==> config.mk <==
export PLATFORM = sky130hd
export DESIGN_NAME = timer_reg_master
export DESIGN_NICKNAME = d
export VERILOG_FILES = /design/src/rtl/timer_mst_pkg.sv /design/src/rtl/timer_mst_pacer.sv /design/src/rtl/timer_reg_master.sv
export SDC_FILE = /design/constraint.sdc
export NUM_CORES = 1
export LEC_CHECK = 0
export BUFFER_PORTS_ARGS = -buffer_cell sky130_fd_sc_hd__buf_2
export CORE_AREA = 5 5 105 107
export DETAILED_ROUTE_END_ITERATION = 6
export DIE_AREA = 0 0 110 112
export HOLD_SLACK_MARGIN = 0.15
export MAX_ROUTING_LAYER = met4
export PLACE_DENSITY = 0.84
export REMOVE_ABC_BUFFERS = 1
export SLEW_MARGIN = 20
export SYNTH_ARGS = -nofsm -noshare
export SYNTH_HDL_FRONTEND = slang
export SYNTH_SLANG_ARGS = --single-unit
==> constraint.sdc <==
create_clock -name clk -period 3.3 [get_ports clk]
set_input_delay 0.66 -clock clk [delete_from_list [all_inputs] [get_ports clk]]
set_output_delay 0.66 -clock clk [all_outputs]
set_load 0.05 [all_outputs]
==> src/rtl/timer_mst_pkg.sv <==
// timer_mst_pkg: shared types and constants for the timer register master.
// Holds command opcodes, FSM state codes, register map and timer mode codes.
package timer_mst_pkg;

    typedef enum logic [2:0] {
        OP_WRITE = 3'd0,
        OP_READ  = 3'd1,
        OP_POLL  = 3'd2,
        OP_START = 3'd3,
        OP_STOP  = 3'd4
    } op_e;

    typedef logic [2:0] state_t;

    localparam state_t ST_IDLE      = 3'd0;
    localparam state_t ST_ACCESS    = 3'd1;
    localparam state_t ST_POLL_RD   = 3'd2;
    localparam state_t ST_POLL_WAIT = 3'd3;
    localparam state_t ST_RESP      = 3'd4;

    localparam logic [1:0] ADDR_COUNT  = 2'd0;
    localparam logic [1:0] ADDR_MODE   = 2'd1;
    localparam logic [1:0] ADDR_RELOAD = 2'd2;
    localparam logic [1:0] ADDR_STATUS = 2'd3;

    localparam logic [1:0] SIZE_WORD = 2'b10;

    localparam logic [2:0] MODE_IDLE     = 3'd0;
    localparam logic [2:0] MODE_UP       = 3'd1;
    localparam logic [2:0] MODE_DOWN     = 3'd2;
    localparam logic [2:0] MODE_FREE_RUN = 3'd3;
    localparam logic [2:0] MODE_PERIODIC = 3'd4;
    localparam logic [2:0] MODE_UP_DOWN  = 3'd5;

endpackage

==> src/rtl/timer_mst_pacer.sv <==
// timer_mst_pacer: gap down-counter between status reads plus the
// saturating poll counter and its limit compare (TIMER_MST_TIMEOUT_EN).
module timer_mst_pacer #(
    parameter int CW        = 32,
    parameter int POLL_GAP  = 4,
    parameter int MAX_POLLS = 1024
) (
    input  logic          clk,
    input  logic          rst_n,
    input  logic          clear,
    input  logic          bump,
    input  logic          gap_load,
    input  logic          gap_tick,
    output logic          gap_done,
    output logic [CW-1:0] polls_next,
    output logic          timeout
);

    localparam int GW = $clog2(POLL_GAP + 1);
    localparam logic [GW-1:0] GAP_INIT = GW'(POLL_GAP - 1);
    localparam logic [CW-1:0] LIMIT = CW'(MAX_POLLS);

`ifdef TIMER_MST_TIMEOUT_EN
    localparam logic TMO_EN = 1'b1;
`else
    localparam logic TMO_EN = 1'b0;
`endif

    logic [GW-1:0] gap_q;
    logic [CW-1:0] polls_q;

    assign gap_done   = (gap_q == '0);
    assign polls_next = (&polls_q) ? polls_q : polls_q + 1'b1;
    assign timeout    = TMO_EN & (polls_next == LIMIT);

    always_ff @(posedge clk) begin
        if (!rst_n) begin
            gap_q   <= '0;
            polls_q <= '0;
        end else begin
            if (gap_load)
                gap_q <= GAP_INIT;
            else if (gap_tick && !gap_done)
                gap_q <= gap_q - 1'b1;

            if (clear)
                polls_q <= '0;
            else if (bump)
                polls_q <= polls_next;
        end
    end

endmodule

==> src/rtl/timer_reg_master.sv <==
// timer_reg_master: turns queued commands into timer register bus cycles.
// Optional poll timeout after MAX_POLLS reads: define TIMER_MST_TIMEOUT_EN.
module timer_reg_master
    import timer_mst_pkg::*;
#(
    parameter int COUNTER_WIDTH = 32,
    parameter int POLL_GAP      = 4,
    parameter int MAX_POLLS     = 1024
) (
    input  logic                     clk,
    input  logic                     rst_n,
    input  logic                     cmd_valid,
    output logic                     cmd_ready,
    input  logic [2:0]               cmd_op,
    input  logic [1:0]               cmd_addr,
    input  logic [COUNTER_WIDTH-1:0] cmd_data,
    output logic                     resp_valid,
    input  logic                     resp_ready,
    output logic [COUNTER_WIDTH-1:0] resp_data,
    output logic                     resp_err,
    output logic                     en,
    output logic [1:0]               Addr,
    output logic                     we,
    output logic                     re,
    output logic [COUNTER_WIDTH-1:0] load,
    output logic [1:0]               size,
    input  logic [COUNTER_WIDTH-1:0] counter_value,
    input  logic                     check
);

    localparam int CW = COUNTER_WIDTH;

    state_t        state_q;
    logic          run_q;
    logic [1:0]    addr_q;
    logic [CW-1:0] data_q;
    logic          wr_q;
    logic [CW-1:0] rdata_q;
    logic          rerr_q;

    logic          gap_done;
    logic          timeout;
    logic [CW-1:0] polls_next;

    timer_mst_pacer #(
        .CW        (CW),
        .POLL_GAP  (POLL_GAP),
        .MAX_POLLS (MAX_POLLS)
    ) u_pacer (
        .clk        (clk),
        .rst_n      (rst_n),
        .clear      (state_q == ST_IDLE),
        .bump       (state_q == ST_POLL_RD),
        .gap_load   (state_q == ST_POLL_RD),
        .gap_tick   (state_q == ST_POLL_WAIT),
        .gap_done   (gap_done),
        .polls_next (polls_next),
        .timeout    (timeout)
    );

    assign cmd_ready  = (state_q == ST_IDLE);
    assign resp_valid = (state_q == ST_RESP);
    assign resp_data  = rdata_q;
    assign resp_err   = rerr_q;
    assign size       = SIZE_WORD;

    assign en = run_q
              | (state_q == ST_ACCESS)
              | (state_q == ST_POLL_RD)
              | (state_q == ST_POLL_WAIT);

    always_comb begin
        Addr = '0;
        we   = 1'b0;
        re   = 1'b0;
        load = '0;
        case (state_q)
            ST_ACCESS: begin
                Addr = addr_q;
                we   = wr_q;
                re   = !wr_q;
                load = wr_q ? data_q : '0;
            end
            ST_POLL_RD: begin
                Addr = ADDR_STATUS;
                re   = 1'b1;
            end
            default: ;
        endcase
    end

    always_ff @(posedge clk) begin
        if (!rst_n) begin
            state_q <= ST_IDLE;
            run_q   <= 1'b0;
            addr_q  <= '0;
            data_q  <= '0;
            wr_q    <= 1'b0;
            rdata_q <= '0;
            rerr_q  <= 1'b0;
        end else begin
            case (state_q)
                ST_IDLE: begin
                    if (cmd_valid) begin
                        addr_q  <= cmd_addr;
                        data_q  <= cmd_data;
                        wr_q    <= (cmd_op == OP_WRITE);
                        rdata_q <= '0;
                        rerr_q  <= 1'b0;
                        case (cmd_op)
                            OP_WRITE,
                            OP_READ:  state_q <= ST_ACCESS;
                            OP_POLL:  state_q <= ST_POLL_RD;
                            OP_START: begin
                                run_q   <= 1'b1;
                                state_q <= ST_RESP;
                            end
                            OP_STOP: begin
                                run_q   <= 1'b0;
                                state_q <= ST_RESP;
                            end
                            default: begin
                                rerr_q  <= 1'b1;
                                state_q <= ST_RESP;
                            end
                        endcase
                    end
                end
                ST_ACCESS: begin
                    if (wr_q)
                        rerr_q <= check;
                    else
                        rdata_q <= counter_value;
                    state_q <= ST_RESP;
                end
                ST_POLL_RD: begin
                    // finish wins over a timeout reached on the same read
                    if (counter_value[0]) begin
                        rdata_q <= polls_next;
                        state_q <= ST_RESP;
                    end else if (timeout) begin
                        rdata_q <= polls_next;
                        rerr_q  <= 1'b1;
                        state_q <= ST_RESP;
                    end else begin
                        state_q <= ST_POLL_WAIT;
                    end
                end
                ST_POLL_WAIT: begin
                    if (gap_done)
                        state_q <= ST_POLL_RD;
                end
                ST_RESP: begin
                    if (resp_ready)
                        state_q <= ST_IDLE;
                end
                default: state_q <= ST_IDLE;
            endcase
        end
    end

endmodule
; ---- Yosys cells after proc, flatten, opt, wreduce, memory -nomap -nowiden
; Index checks and enable logic that the tools add are counted.
[totals]
regBits = 107
latch_bits = 0
ramBits = 0
rom_bits = 0
output_inout_bits = 74
memories = 0
[classes]
add_sub_neg = 2
mul = 0
div_mod_pow = 0
n_lt_le_gt_ge = 0
eq_ne = 14
n_shift = 0
muxes = 23
n_bitwise = 4
reduce_logical = 20
[op_table]
columns = operator, count
row1 = two-way mux 32 bit, 6
row2 = case mux 32 bit (3 select lines), 1
row3 = "adder 32 x 1 -> 32 bit, second input constant", 1
row4 = AND reduction 32 bit, 1
row5 = case mux 3 bit (5 select lines), 1
row6 = "== test 3 x 2 -> 1 bit, second input constant", 4
row7 = two-way mux 3 bit, 4
row8 = "!= test 2 bit, second input constant", 5
row9 = logical NOT 3 bit, 3
row10 = AND reduction 3 bit, 3
row11 = "== test 3 x 1 -> 1 bit, second input constant", 2
row12 = "== test 3 bit, second input constant", 2
row13 = case mux 1 bit (2 select lines), 3
row14 = case mux 3 bit (2 select lines), 1
row15 = nonzero test 2 bit, 3
row16 = OR reduction 2 bit, 3
row17 = OR reduction 5 bit, 1
row18 = two-way mux 1 bit, 4
row19 = two-way mux 2 bit, 2
row20 = case mux 2 bit (2 select lines), 1
row21 = AND reduction 4 bit, 1
row22 = bitwise OR 1 bit, 3
row23 = nonzero test 3 bit, 1
row24 = "subtractor 3 x 1 -> 3 bit, second input constant", 1
row25 = other kinds (5), 6

; ---- Logic depth before layout (Yosys ltp)
[logic_depth]
ltp_word = 5
mapped_depth = 9

; ---- Cells and area by module
; Synthesis repeated with hierarchy kept, for this count alone.
[hier_totals]
cells_unflattened = 744
hier_area_um2 = 5804.3
[modules_own_cells]
columns = mod, instances, cells_each, area_per_inst_um2, seq_area_each_um2
row1 = timer_reg_master, 1, 445, 3462.1, 1441.4
row2 = timer_mst_pacer, 1, 299, 2342.2, 700.7

; ---- Least setup slack after synthesis
; OpenSTA, ideal clock, no wires.
[synth_path]
path_type = register to output
from = reg state_q[0]
to = out re
arrival_ns = 2.434
slack_ns = 0.206
path_stages_with_launch = 6
n_path_buf = 2
path_cell_list = dfxtp_1 > clkbuf_1 > nor3b_1 > clkbuf_1 > inv_1 > o21ai_0
[synth_via]
elab_chain_cells = 2
[synth_rtl]
columns = item, line_no
row1 = start: declaration, timer_reg_master.sv:33  ; state_t state_q;
row2 = start signal: assignment, timer_reg_master.sv:94  ; state_q <= ST_IDLE;
row3 = start signal: assignment, timer_reg_master.sv:112  ; OP_READ: state_q <= ST_ACCESS;
row4 = start signal: assignment, timer_reg_master.sv:113  ; OP_POLL: state_q <= ST_POLL_RD;
row5 = == test 3 x 2 -> 1 bit or == test 3 x 1 -> 1 bit (tied branches), timer_reg_master.sv:77  ; case (state_q)
row6 = case mux 1 bit (2 select lines) *, timer_reg_master.sv:77
row7 = end: declaration, timer_reg_master.sv:24  ; output logic re,
; Mark *: on every way between the ends. The rest lies on a longest branch, timed or not.

; ---- Final worst setup path
; Ends and elaborated chain as after synthesis.

==> results.txt <==
The run finished with clean final reports. The share of layout cells above drive strength 1 came out at 0.233. The mean instance size in the synthesized netlist is 7.98 µm². Input and output buffers added on the ports amount to 145. At the pin with the least slew margin, the transition time is 0.977 ns. The headroom to the max-slew limit came out at 0.348.

Entering global routing, the biggest net connects 79 pins. For this configuration, the core starts out at a cell density of 0.551. The maximum fanout along the worst path came out at 60. Once layout is done, the placed cells without fillers occupy 6500 µm².

The global placement routability congestion is 0.974. The most common cell after layout, fill and taps aside is buf_2. The floorplan row count is 37. The tightest hold path in the finished design has a slack of 0.468 ns.

Of the total synthesized cell area, the portion taken by full adders, half adders and majority gates is 0.00679. TritonCTS built the clock tree. The number of detailed-routing iterations run before antenna repair came out at 5. The slowest stage of the critical path belongs to the cell dfxtp_1. On the worst path, the slowest cell contributes a delay of 0.50 ns. The worst-case IR drop observed on VDD is 0.280 mV. Dividing the detail-routed wire length by the instance count gives 15.8 µm. The number of endpoints with negative hold slack in the final report came out at 0.

Buffers inserted during clock tree synthesis total 9. The count of instances resized after the clock tree is built is 0. The clock period minus worst slack came out at 2.89 ns. The vertical extent of the die is 112 µm. The highest achievable clock rate came out at 0.346 GHz. The number of design-rule violations left by the first detailed-router iteration is 565.

The global-route wire length before repair is 24.1 mm. The path category of the worst min-delay check is flop to flop. The cell area after placement came out at 6280 µm². 0 antenna diodes ended up in the layout. The simple logic cell fraction of the synthesized area is 0.264. The total setup buffers inserted after CTS came out at 0. The number of nets still failing antenna checks after routing came out at 0.

The period utilization is 0.876. The filler cells instantiated in the layout total 863. The final-layout setup total negative slack came out at 0 ns. The detailed placement HPWL is 10.4 mm. The number of slew-limit violations in the final report came out at 0. The total number of nets in the final design is 880. The top cell types in the final layout, fill and taps aside, are buf_2, dfxtp_1, nand2_1. The setup violation total in the final timing report came out at 0. The maximum level of the CTS H-tree came out at 3. The ratio of routed vias to standard cells came out at 5.90. The type of the setup path with the least slack is flop to output port.

The complex-gate fraction of the synthesized area came out at 0.225. Counting flops and latches in the post-synthesis netlist gives 107. For this run, design rule violations remaining after detail routing come to 0. The data arrival time of the worst path came out at 2.23 ns. The power density over the cells came out at 448 nW/µm². The routed wire length came out at 14.9 mm.

The leakage power figure is 2.77 nW. In this run the horizontal extent of the chip is 110 µm. The xor and xnor area share after synthesis is 0.0586. The synthesized design contains 0 enable-type register cells.

The total clock sinks is 107. The worst setup path is captured at an output port. In this run, distinct cell masters in the synthesized netlist total 58. The maximum buffer depth of the clock tree is 2.

The number of warnings issued by yosys is 0. The number of global-route vias before repair came out at 5101. The utilization after layout came out at 0.647.

The source-to-sink clock delay at the later pin of the worst-skew pair came out at 0.37 ns. For this run the aggregate overflow at the end of global routing stands at 0. The initial antenna violation count is 0. The cts-stage hold buffer count came out at 0.

Clock tree synthesis selected as its root buffer the cell clkbuf_8. The required time of the critical path is 2.64 ns. The overall via count from detail_route is 5566. Traced cell by cell, the critical path runs through nor3b_2 > buf_4 > inv_1 > o21ai_0 > buf_2.

For this run, the register share of the synthesized area comes to 0.387. The category of the worst setup path launch point is a flop. The placeable core region is 10000 µm². The clock arrives with 0.00962 ns of skew. The share of synthesized flip-flops with an asynchronous set or reset is 0. The cell count after synthesis came out at 693. The mapped netlist covers 5530 µm². The area growth from synthesis to final layout is 17.5%. The area of the die is 12300 µm².

Setup repair after global routing left no endpoint under its margin. The boundary pin count is 148. Clock-pin slew was measured on the worst setup and hold paths at 0.09 ns. For this run, the total global-route usage over all layers was measured as 0.247. After synthesis, the largest family of logic cells by area is simple AND/OR/NAND/NOR gates.

The total of max-cap violations is 0. The main flop type after synthesis is dfxtp_1. The mux share of post-synthesis cell area is 0.00566. The total power of the final layout is 2.91 mW.
-- metrics by stage --
stage,std cells,setup slack (ns)
3_3_place_gp,928,0.771
6_report,944,0.408
3_5_place_dp,928,0.741
2_1_floorplan,634,-2.32
5_1_grt,944,0.268
4_1_cts,944,0.423
-- logic make-up (layout without fill, tap and decap cells) --
group                      Yosys count  count (layout)
buffers and inverters               67             182
AOI/OAI and AO/OA                  191             191
DFF                                107             107
and+or+nand+nor                    283             283
xor gates and xnor gates            37              37
adders and majority gates            3               3
muxes                                3               3
other                                2               2
-- path summary, 6_finish.rpt --
| kind | from | endpoint | slack, ns | cells past startpoint |
|---|---|---|---|---|
| setup / recovery | state_q[0] | re | 0.41 | 5 |
| hold / removal | data_q[21] | data_q[21] | 0.47 | 2 |
| setup reg to reg | u_pacer.polls_q[19] | resp_data[0] | 0.69 | 6 |
| hold reg to reg | data_q[21] | data_q[21] | 0.47 | 2 |
-- layer usage --
| metal | share of wire | vias to the layer above | wire length [µm] | track usage |
|---|---|---|---|---|
| li1 | - | 2700 | - | - |
| met1 | 0.44 | 2628 | 6590 | 0.323 |
| met2 | 0.46 | 218 | 6940 | 0.387 |
| met3 | 0.077 | 20 | 1150 | 0.0336 |
| met4 | 0.017 | 0 | 253 | 0.0856 |
| met5 | 0 | - | 0 | - |
-- worst max-delay path: cells and delay by family (launching register included) --
family          cells  cell delay, ns
compound gates      1            0.19
simple gates        1            0.25
flops               1            0.50
buf+inv             3            0.88
-- sequential cells by signal, indices dropped and copies added (netlist names) --
signal,cells
data_q,32
run_q,1
resp_err,1
u_pacer.gap_q,3
resp_data,32
u_pacer.polls_q,32
wr_q,1
addr_q,2
state_q,3
-- where the power goes --
group | leakage, nW | internal, mW | switching [mW]
logic | 1.78 | 0.169 | 0.431
registers | 0.874 | 1.38 | 0.0478
clock network | 0.111 | 0.449 | 0.437
-- cell usage after synthesis, types with 16 or more instances --
| cell | n | area (µm²) |
|---|---|---|
| nand4_1 | 18 | 113 |
| nand3_1 | 19 | 95.1 |
| dfxtp_1 | 107 | 2140 |
| xnor2_1 | 19 | 166 |
| nand2_1 | 96 | 360 |
| a31oi_1 | 16 | 100 |
| and3_1 | 39 | 244 |
| a21boi_0 | 36 | 270 |
| o21ai_0 | 52 | 260 |
| xor2_1 | 18 | 158 |
| a21oi_1 | 37 | 185 |
| clkbuf_1 | 40 | 150 |
| nor2_1 | 49 | 184 |
-- area by class of cell --
type	instances	area, µm²	share of cell area
well taps	136	170	0.0262
flip-flops and latches	107	2140	0.330
clock buffers	12	145	0.0223
repair buffers	158	823	0.127
clock inverters	4	73.8	0.0114
multi-input cells	519	3120	0.479
inverters	8	30.0	0.00462
Note: power is estimated with default switching activity, not from simulation.
